$ cat config.mk
export PLATFORM = sky130hd
export DESIGN_NAME = mips_multicycle_control_flat
export DESIGN_NICKNAME = d
export VERILOG_FILES = /design/src/rtl/mips_multicycle_control_if.sv /design/src/rtl/mips_multicycle_control.sv /design/src/flat_wrapper.sv
export SDC_FILE = /design/constraint.sdc
export NUM_CORES = 1
export LEC_CHECK = 0
export BUFFER_PORTS_ARGS = -buffer_cell sky130_fd_sc_hd__buf_2
export CAP_MARGIN = 20
export CORE_MARGIN = 3
export CORE_UTILIZATION = 57
export DETAILED_ROUTE_END_ITERATION = 16
export GPL_TIMING_DRIVEN = 0
export PLACE_DENSITY = 0.85
export SLEW_MARGIN = 20
export SYNTH_ARGS = -nofsm -noshare
export SYNTH_HDL_FRONTEND = slang
export SYNTH_SLANG_ARGS = --single-unit
$ cat constraint.sdc
create_clock -name clk -period 6.04 [get_ports clk]
set_clock_uncertainty 0.15 [all_clocks]
set_input_delay 1.812 -clock clk [delete_from_list [all_inputs] [get_ports clk]]
set_output_delay 1.812 -clock clk [all_outputs]
set_load 0.01 [all_outputs]
$ cat src/rtl/mips_multicycle_control_if.sv
// Control-unit bus: opcode and memory handshake in, datapath controls and
// debug counters out. The control unit is the master; the datapath is the slave.
interface mips_multicycle_control_if #(
    parameter int OP_W  = 6,
    parameter int CNT_W = 32
);
    logic [OP_W-1:0]  opcode;
    logic             mem_ready;
    logic             pc_write;
    logic             pc_write_cond;
    logic             iord;
    logic             mem_rd;
    logic             mem_wr;
    logic             ir_write;
    logic             mem_to_reg;
    logic             reg_dst;
    logic             reg_wr;
    logic             alu_src_a;
    logic [1:0]       alu_src_b;
    logic [1:0]       alu_op;
    logic [1:0]       pc_src;
    logic             illegal_op;
    logic [3:0]       state;
    logic [CNT_W-1:0] instret;
    logic [CNT_W-1:0] cycles;

    modport master (
        input  opcode, mem_ready,
        output pc_write, pc_write_cond, iord, mem_rd, mem_wr, ir_write,
               mem_to_reg, reg_dst, reg_wr, alu_src_a, alu_src_b, alu_op,
               pc_src, illegal_op, state, instret, cycles
    );

    modport slave (
        output opcode, mem_ready,
        input  pc_write, pc_write_cond, iord, mem_rd, mem_wr, ir_write,
               mem_to_reg, reg_dst, reg_wr, alu_src_a, alu_src_b, alu_op,
               pc_src, illegal_op, state, instret, cycles
    );
endinterface

$ cat src/rtl/mips_multicycle_control.sv
// Multi-cycle MIPS32 control FSM (Moore, except FETCH's IR/PC load which
// follows mem_ready so a stalled fetch never latches a stale word).
// Also keeps retired-instruction and active-cycle counters.
module mips_multicycle_control #(
    parameter int              OP_W    = 6,
    parameter int              CNT_W   = 32,
    parameter logic [OP_W-1:0] OP_R    = 6'h00,
    parameter logic [OP_W-1:0] OP_LW   = 6'h23,
    parameter logic [OP_W-1:0] OP_SW   = 6'h2B,
    parameter logic [OP_W-1:0] OP_BEQ  = 6'h04,
    parameter logic [OP_W-1:0] OP_ADDI = 6'h08,
    parameter logic [OP_W-1:0] OP_J    = 6'h02
) (
    input  logic                       clk,
    input  logic                       rst_n,
    mips_multicycle_control_if.master  bus
);
    typedef enum logic [3:0] {
        S_IDLE   = 4'd0,  S_FETCH  = 4'd1,  S_DECODE = 4'd2,  S_MEMADR = 4'd3,
        S_MEMRD  = 4'd4,  S_MEMWB  = 4'd5,  S_MEMWR  = 4'd6,  S_EXEC   = 4'd7,
        S_ALUWB  = 4'd8,  S_BRANCH = 4'd9,  S_ADDIEX = 4'd10, S_ADDIWB = 4'd11,
        S_JUMP   = 4'd12, S_TRAP   = 4'd13
    } state_t;

    localparam logic [CNT_W-1:0] CNT_ONE = {{(CNT_W-1){1'b0}}, 1'b1};

    state_t           r_state;
    state_t           w_next;
    logic             w_retire;
    logic [CNT_W-1:0] r_instret;
    logic [CNT_W-1:0] r_cycles;

    // State register; reset drops straight back to IDLE, even mid-wait.
    always_ff @(posedge clk or negedge rst_n) begin
        if (!rst_n) r_state <= S_IDLE;
        else        r_state <= w_next;
    end

    // Next-state decode. MEMADR re-checks the opcode, which the IR holds.
    always_comb begin
        w_next = r_state;
        case (r_state)
            S_IDLE:   w_next = S_FETCH;
            S_FETCH:  if (bus.mem_ready) w_next = S_DECODE;
            S_DECODE: begin
                if (bus.opcode == OP_LW || bus.opcode == OP_SW) w_next = S_MEMADR;
                else if (bus.opcode == OP_R)                     w_next = S_EXEC;
                else if (bus.opcode == OP_BEQ)                   w_next = S_BRANCH;
                else if (bus.opcode == OP_ADDI)                  w_next = S_ADDIEX;
                else if (bus.opcode == OP_J)                     w_next = S_JUMP;
                else                                             w_next = S_TRAP;
            end
            S_MEMADR: begin
                if (bus.opcode == OP_LW)      w_next = S_MEMRD;
                else if (bus.opcode == OP_SW) w_next = S_MEMWR;
                else                          w_next = S_TRAP;
            end
            S_MEMRD:  if (bus.mem_ready) w_next = S_MEMWB;
            S_MEMWR:  if (bus.mem_ready) w_next = S_FETCH;
            S_EXEC:   w_next = S_ALUWB;
            S_ADDIEX: w_next = S_ADDIWB;
            S_MEMWB, S_ALUWB, S_BRANCH, S_ADDIWB, S_JUMP, S_TRAP:
                      w_next = S_FETCH;
            default:  w_next = S_IDLE;
        endcase
    end

    // Datapath controls as a function of state; anything not set stays 0.
    always_comb begin
        bus.pc_write      = 1'b0;
        bus.pc_write_cond = 1'b0;
        bus.iord          = 1'b0;
        bus.mem_rd        = 1'b0;
        bus.mem_wr        = 1'b0;
        bus.ir_write      = 1'b0;
        bus.mem_to_reg    = 1'b0;
        bus.reg_dst       = 1'b0;
        bus.reg_wr        = 1'b0;
        bus.alu_src_a     = 1'b0;
        bus.alu_src_b     = 2'b00;
        bus.alu_op        = 2'b00;
        bus.pc_src        = 2'b00;
        bus.illegal_op    = 1'b0;
        case (r_state)
            S_FETCH: begin
                bus.mem_rd    = 1'b1;
                bus.alu_src_b = 2'b01;
                bus.ir_write  = bus.mem_ready;
                bus.pc_write  = bus.mem_ready;
            end
            S_DECODE: bus.alu_src_b = 2'b11;
            S_MEMADR, S_ADDIEX: begin
                bus.alu_src_a = 1'b1;
                bus.alu_src_b = 2'b10;
            end
            S_MEMRD: begin
                bus.mem_rd = 1'b1;
                bus.iord   = 1'b1;
            end
            S_MEMWB: begin
                bus.reg_wr     = 1'b1;
                bus.mem_to_reg = 1'b1;
            end
            S_MEMWR: begin
                bus.mem_wr = 1'b1;
                bus.iord   = 1'b1;
            end
            S_EXEC: begin
                bus.alu_src_a = 1'b1;
                bus.alu_op    = 2'b10;
            end
            S_ALUWB: begin
                bus.reg_wr  = 1'b1;
                bus.reg_dst = 1'b1;
            end
            S_BRANCH: begin
                bus.alu_src_a     = 1'b1;
                bus.alu_op        = 2'b01;
                bus.pc_write_cond = 1'b1;
                bus.pc_src        = 2'b01;
            end
            S_ADDIWB: bus.reg_wr = 1'b1;
            S_JUMP: begin
                bus.pc_write = 1'b1;
                bus.pc_src   = 2'b10;
            end
            S_TRAP:   bus.illegal_op = 1'b1;
            default: ;
        endcase
    end

    // An instruction retires on the edge that leaves its final state.
    always_comb begin
        w_retire = 1'b0;
        case (r_state)
            S_MEMWB, S_ALUWB, S_BRANCH, S_ADDIWB, S_JUMP: w_retire = 1'b1;
            S_MEMWR: w_retire = bus.mem_ready;
            default: w_retire = 1'b0;
        endcase
    end

    // Free-running counters, both wrap naturally at 2^CNT_W.
    always_ff @(posedge clk or negedge rst_n) begin
        if (!rst_n) begin
            r_instret <= '0;
            r_cycles  <= '0;
        end else begin
            if (w_retire)          r_instret <= r_instret + CNT_ONE;
            if (r_state != S_IDLE) r_cycles  <= r_cycles + CNT_ONE;
        end
    end

    assign bus.state   = r_state;
    assign bus.instret = r_instret;
    assign bus.cycles  = r_cycles;
endmodule

$ cat src/flat_wrapper.sv
// flat-port wrapper written by rule: the top's interface ports become plain ports
module mips_multicycle_control_flat 
#(
    parameter int              OP_W    = 6,
    parameter int              CNT_W   = 32,
    parameter logic [OP_W-1:0] OP_R    = 6'h00,
    parameter logic [OP_W-1:0] OP_LW   = 6'h23,
    parameter logic [OP_W-1:0] OP_SW   = 6'h2B,
    parameter logic [OP_W-1:0] OP_BEQ  = 6'h04,
    parameter logic [OP_W-1:0] OP_ADDI = 6'h08,
    parameter logic [OP_W-1:0] OP_J    = 6'h02
)
  (clk, rst_n, bus_opcode, bus_mem_ready, bus_pc_write, bus_pc_write_cond, bus_iord, bus_mem_rd, bus_mem_wr, bus_ir_write, bus_mem_to_reg, bus_reg_dst, bus_reg_wr, bus_alu_src_a, bus_alu_src_b, bus_alu_op, bus_pc_src, bus_illegal_op, bus_state, bus_instret, bus_cycles);
  mips_multicycle_control_if #(.OP_W(OP_W), .CNT_W(CNT_W)) bus_i ();
  input  logic clk;
  input  logic rst_n;
  input wire logic [$bits(bus_i.opcode)-1:0] bus_opcode;
  input wire logic [$bits(bus_i.mem_ready)-1:0] bus_mem_ready;
  output wire logic [$bits(bus_i.pc_write)-1:0] bus_pc_write;
  output wire logic [$bits(bus_i.pc_write_cond)-1:0] bus_pc_write_cond;
  output wire logic [$bits(bus_i.iord)-1:0] bus_iord;
  output wire logic [$bits(bus_i.mem_rd)-1:0] bus_mem_rd;
  output wire logic [$bits(bus_i.mem_wr)-1:0] bus_mem_wr;
  output wire logic [$bits(bus_i.ir_write)-1:0] bus_ir_write;
  output wire logic [$bits(bus_i.mem_to_reg)-1:0] bus_mem_to_reg;
  output wire logic [$bits(bus_i.reg_dst)-1:0] bus_reg_dst;
  output wire logic [$bits(bus_i.reg_wr)-1:0] bus_reg_wr;
  output wire logic [$bits(bus_i.alu_src_a)-1:0] bus_alu_src_a;
  output wire logic [$bits(bus_i.alu_src_b)-1:0] bus_alu_src_b;
  output wire logic [$bits(bus_i.alu_op)-1:0] bus_alu_op;
  output wire logic [$bits(bus_i.pc_src)-1:0] bus_pc_src;
  output wire logic [$bits(bus_i.illegal_op)-1:0] bus_illegal_op;
  output wire logic [$bits(bus_i.state)-1:0] bus_state;
  output wire logic [$bits(bus_i.instret)-1:0] bus_instret;
  output wire logic [$bits(bus_i.cycles)-1:0] bus_cycles;
  assign bus_i.opcode = bus_opcode;
  assign bus_i.mem_ready = bus_mem_ready;
  assign bus_pc_write = bus_i.pc_write;
  assign bus_pc_write_cond = bus_i.pc_write_cond;
  assign bus_iord = bus_i.iord;
  assign bus_mem_rd = bus_i.mem_rd;
  assign bus_mem_wr = bus_i.mem_wr;
  assign bus_ir_write = bus_i.ir_write;
  assign bus_mem_to_reg = bus_i.mem_to_reg;
  assign bus_reg_dst = bus_i.reg_dst;
  assign bus_reg_wr = bus_i.reg_wr;
  assign bus_alu_src_a = bus_i.alu_src_a;
  assign bus_alu_src_b = bus_i.alu_src_b;
  assign bus_alu_op = bus_i.alu_op;
  assign bus_pc_src = bus_i.pc_src;
  assign bus_illegal_op = bus_i.illegal_op;
  assign bus_state = bus_i.state;
  assign bus_instret = bus_i.instret;
  assign bus_cycles = bus_i.cycles;
  mips_multicycle_control #(.OP_W(OP_W), .CNT_W(CNT_W), .OP_R(OP_R), .OP_LW(OP_LW), .OP_SW(OP_SW), .OP_BEQ(OP_BEQ), .OP_ADDI(OP_ADDI), .OP_J(OP_J)) u_core (.clk(clk), .rst_n(rst_n), .bus(bus_i));
endmodule
# Word level (Yosys, flattened, before mapping)

Index checks and enable logic that the tools add are counted.

Register bits: 68
Input port bits: 9

Mux-type cells: 26
Equality and inequality tests: 21
Reductions and logical operators: 12
Add/sub/neg operators: 2

Operator list:

| cell                                           | number |
|---|---|
| adder 32 x 1 -> 32 bit (second input constant) | 2 |
| two-way mux 4 bit                              | 9 |
| one-hot mux 4 bit (8 select lines)             | 1 |
| == test 4 bit (second input constant)          | 6 |
| == test 4 x 3 -> 1 bit (second input constant) | 4 |
| == test 6 bit (second input constant)          | 2 |
| two-way mux 1 bit                              | 11 |
| == test 4 x 2 -> 1 bit (second input constant) | 2 |
| one-hot mux 2 bit (2 select lines)             | 2 |
| OR reduction 7 bit                             | 1 |
| == test 6 x 2 -> 1 bit (second input constant) | 1 |
| == test 6 x 3 -> 1 bit (second input constant) | 1 |
| == test 6 x 4 -> 1 bit (second input constant) | 1 |
| zero test 6 bit                                | 1 |
| inequality test 2 bit (second input constant)  | 3 |
| one-hot mux 2 bit (3 select lines)             | 1 |
| OR reduction 2 bit                             | 3 |
| OR reduction 5 bit                             | 1 |
| == test 4 x 1 -> 1 bit (second input constant) | 1 |
| zero test 4 bit                                | 1 |
| one-hot mux 1 bit (2 select lines)             | 2 |
| nonzero test 4 bit                             | 1 |
| OR reduction 4 bit                             | 1 |
| AND reduction 3 bit                            | 1 |
| 2 further kinds                                | 2 |

# Longest topological paths before layout

Depth after elaboration: 7
Gate-level depth with buffers: 8
Depth with buffers taken out: 5

# Worst setup path before layout

Ideal clock, no wire load.

Path type: in2out
Start: input bus_mem_ready
End: output bus_pc_write
Path buffers: 0
Path slack: 1,475 ps
Arrival time: 2,603 ps
Cell stages on the path: 2
Required time: 4,078 ps
Cells stage by stage: nor4b_1 > or2_2

Cells in the longest elaborated chain, start to end: 1

Ends and longest elaborated chain:

| item                               | RTL line                      | source |
|---|---|---|
| from (decl)                        | flat_wrapper.sv:18            | `input wire logic [$bits(bus_i.mem_ready)-1:0] bus_mem_ready;` |
| one-hot mux 1 bit (2 select lines) | mips_multicycle_control.sv:84 | `case (r_state)` |
| to (decl)                          | flat_wrapper.sv:19            | `output wire logic [$bits(bus_i.pc_write)-1:0] bus_pc_write;` |

No other way between the ends.

# Final worst setup path

Same ends and word-level chain as after synthesis.

==> out/metrics.cfg <==
[outcome]
status=finished clean

[clock_network]
post_cts.repair.setup_buffers=0
clock_latency_ps=350
cts_buffers=9
cts.htree.levels=3
cts_root_buf=clkbuf_8
cts_tree=yes
ctsHoldBuffers=0
numClockSinks=68
cts_resized=0
cts_buffer_depth=2
clk_pin_slew_ps=70

[floorplan]
fp.dieW_um=83.89
io_pins=94
die_height_um=83.89
fp.coreArea_um2=5675
num_rows=27
initial_utilization_pct=60.93
die_area_um2=7038

[place]
placed_cell_area_um2=4044
numPortBuffers=93
dp_hpwl_um=5736
place.gp.congestion=0.8472
dp_cells=504

[route]
remaining_drc_errors=0
first_iter_violations=150
drtPass1Iterations=4
ant_nets=0
drt-total-wl_um=7802
wl_per_cell_um=15.00
vias=2906
via_per_inst=5.588

[setup_path]
cp-end-kind=output pin
start_kind=input pin
cp_max_fo=7
crit_family=simple AND/OR/NAND/NOR gates
crit_required_ps=4080
slowest_delay_ps=430
cp_cell_sequence=buf_2 -> nor4b_1 -> or2_2 -> buf_2
criticalPathCategory=input pin to output pin
slowest_stage=nor4b_1
crit_top_cell=buf_2
cp.buffers_inverters=2
cp.arrival_ps=2710

[logic_synthesis]
synth_most_common_cell=dfrtp_1
synth_area_leader_cell=dfrtp_1
synth.top_cell.area_share_pct=49.20
synthesis.nets=349
yosysSeqAreaShare_pct=49.20
synth_seq_cells=68
synth_async_sr_flop_share_pct=100.0
synthCells=338
synth_edf_count=0
synth_warnings=0
synthesis.area_um2=3458
synth_flop_cell=dfrtp_1
synthTopCellsByCount=dfrtp_1, xnor2_1, nand2_1
ys_top_cells_by_area=dfrtp_1, xnor2_1, xor2_1
synth.distinct_cells=48
syn_avg_cell_area_um2=10.23

[grt]
antenna_found_initial=0
grt_pass1_wl_um=13100
overflow=0
track_usage_pct=23.19
first_global_vias=2780
grt_max_degree=55

[timing]
worst_pin_slew_ps=743.6
rsz0062_at_grt=no
relSlewSlack_pct=49.97
fin_setup_tns_ps=0
max_freq_mhz=213.8
hold_violations=0
min_period_ps=4677
finalCritPeriodShare_pct=77.43
drv_slew=0
setup_viol=0

[min_path]
hold_path_class=register to register

[finish]
syn2layout_area_growth_pct=22.25
fin_cells=520
finalNetCount=454
drive_above_1_share_pct=27.46
final_util_pct=74.49
finalInstanceArea_um2=4228
antennaDiodeCount=0

[pwr]
power.leakage_nw=2.184
vdd.ir_drop.worst_v=0.0002754
powerDensity_nw_per_um2=361.0

[job]
maxCapViolCount=0

==> cell type report <==
cell class	instances	area, um2
flip-flops and latches	68	1702
multi-input cells	248	1640
fillers	439	1448
repair buffers	94	495.5
clock buffers	11	131.4
well taps	72	90.09
plain buffers	14	86.33
clock inverters	5	52.55
inverters	8	30.03
==> worst reg2reg max path, stage by stage (launching register included) <==
cell      delay (ps)
dfrtp_1          330
buf_2            210
nor4_1           130
nor4_1           650
and3_1           260
clkbuf_1         220
nand3_1          130
xnor2_1          200
==> per-stage QoR <==
step	hold WS [ps]	setup slack (ps)	total power, mW
floorplan	353.9	1475	0.9787
global placement	305.5	1404	1.151
detailed placement	311.5	1375	1.173
CTS	323.4	1368	1.532
global route	334.0	1225	1.621
finish	317.3	1363	1.526
==> placed cells by master, fill, tap and decap left out, types with 8 or more instances in the layout <==
master    count
and3_1       12
buf_2        95
clkbuf_8      9
dfrtp_1      68
inv_1         8
nand2_1      33
nand3_1      22
nand4_1      16
nor2_1       22
nor3_1       17
xnor2_1      42
xor2_1       23
==> power breakdown <==
| part | total (mW) | internal, mW | switching (mW) |
|---|---|---|---|
| registers | 0.586 | 0.514 | 0.0722 |
| clock network | 0.357 | 0.189 | 0.168 |
| logic | 0.583 | 0.254 | 0.330 |
| total | 1.53 | 0.956 | 0.570 |
==> worst paths after layout <==
| check | slack [ps] | start | endpoint | depth (start not counted) |
|---|---|---|---|---|
| worst min-delay path | 320 | u_core.bus.instret[31]$_DFFE_PN0P_ | u_core.bus.instret[31]$_DFFE_PN0P_ | 1 |
| worst max register to register | 3680 | u_core.bus.state[1]$_DFFE_PN0P_ | u_core.bus.cycles[25]$_DFFE_PN0N_ | 7 |
| max in group asynchronous | 4050 | rst_n | u_core.bus.instret[24]$_DFFE_PN0P_ | 2 |
| worst max-delay path | 1360 | bus_mem_ready | bus_pc_write | 4 |
| worst min register to register | 320 | u_core.bus.instret[31]$_DFFE_PN0P_ | u_core.bus.instret[31]$_DFFE_PN0P_ | 1 |
| min in group asynchronous | 1170 | rst_n | u_core.bus.cycles[12]$_DFFE_PN0N_ | 1 |
==> layer usage <==
| layer | wire (um) | global-route usage (%) |
|---|---|---|
| met1 | 3455 | 31.45 |
| met2 | 3612 | 34.42 |
| met3 | 575 | 6.515 |
| met4 | 158 | 10.82 |
| met5 | 0 | 0 |
==> sequential cells by signal, summed over array words and instances (netlist names) <==
| register | flops |
|---|---|
| u_core.bus.cycles | 32 |
| u_core.bus.state | 4 |
| u_core.bus.instret | 32 |
==> cell families after synthesis <==
group,Yosys count,share of synthesized area (%)
buf+inv,22,3.364
mux,3,0.9045
xor+xnor,65,16.46
fa+ha+maj,2,0.7235
simple gates,152,23.66
flops,68,49.20
compound gates,26,5.680
Note: power is estimated with default switching activity, not from simulation.
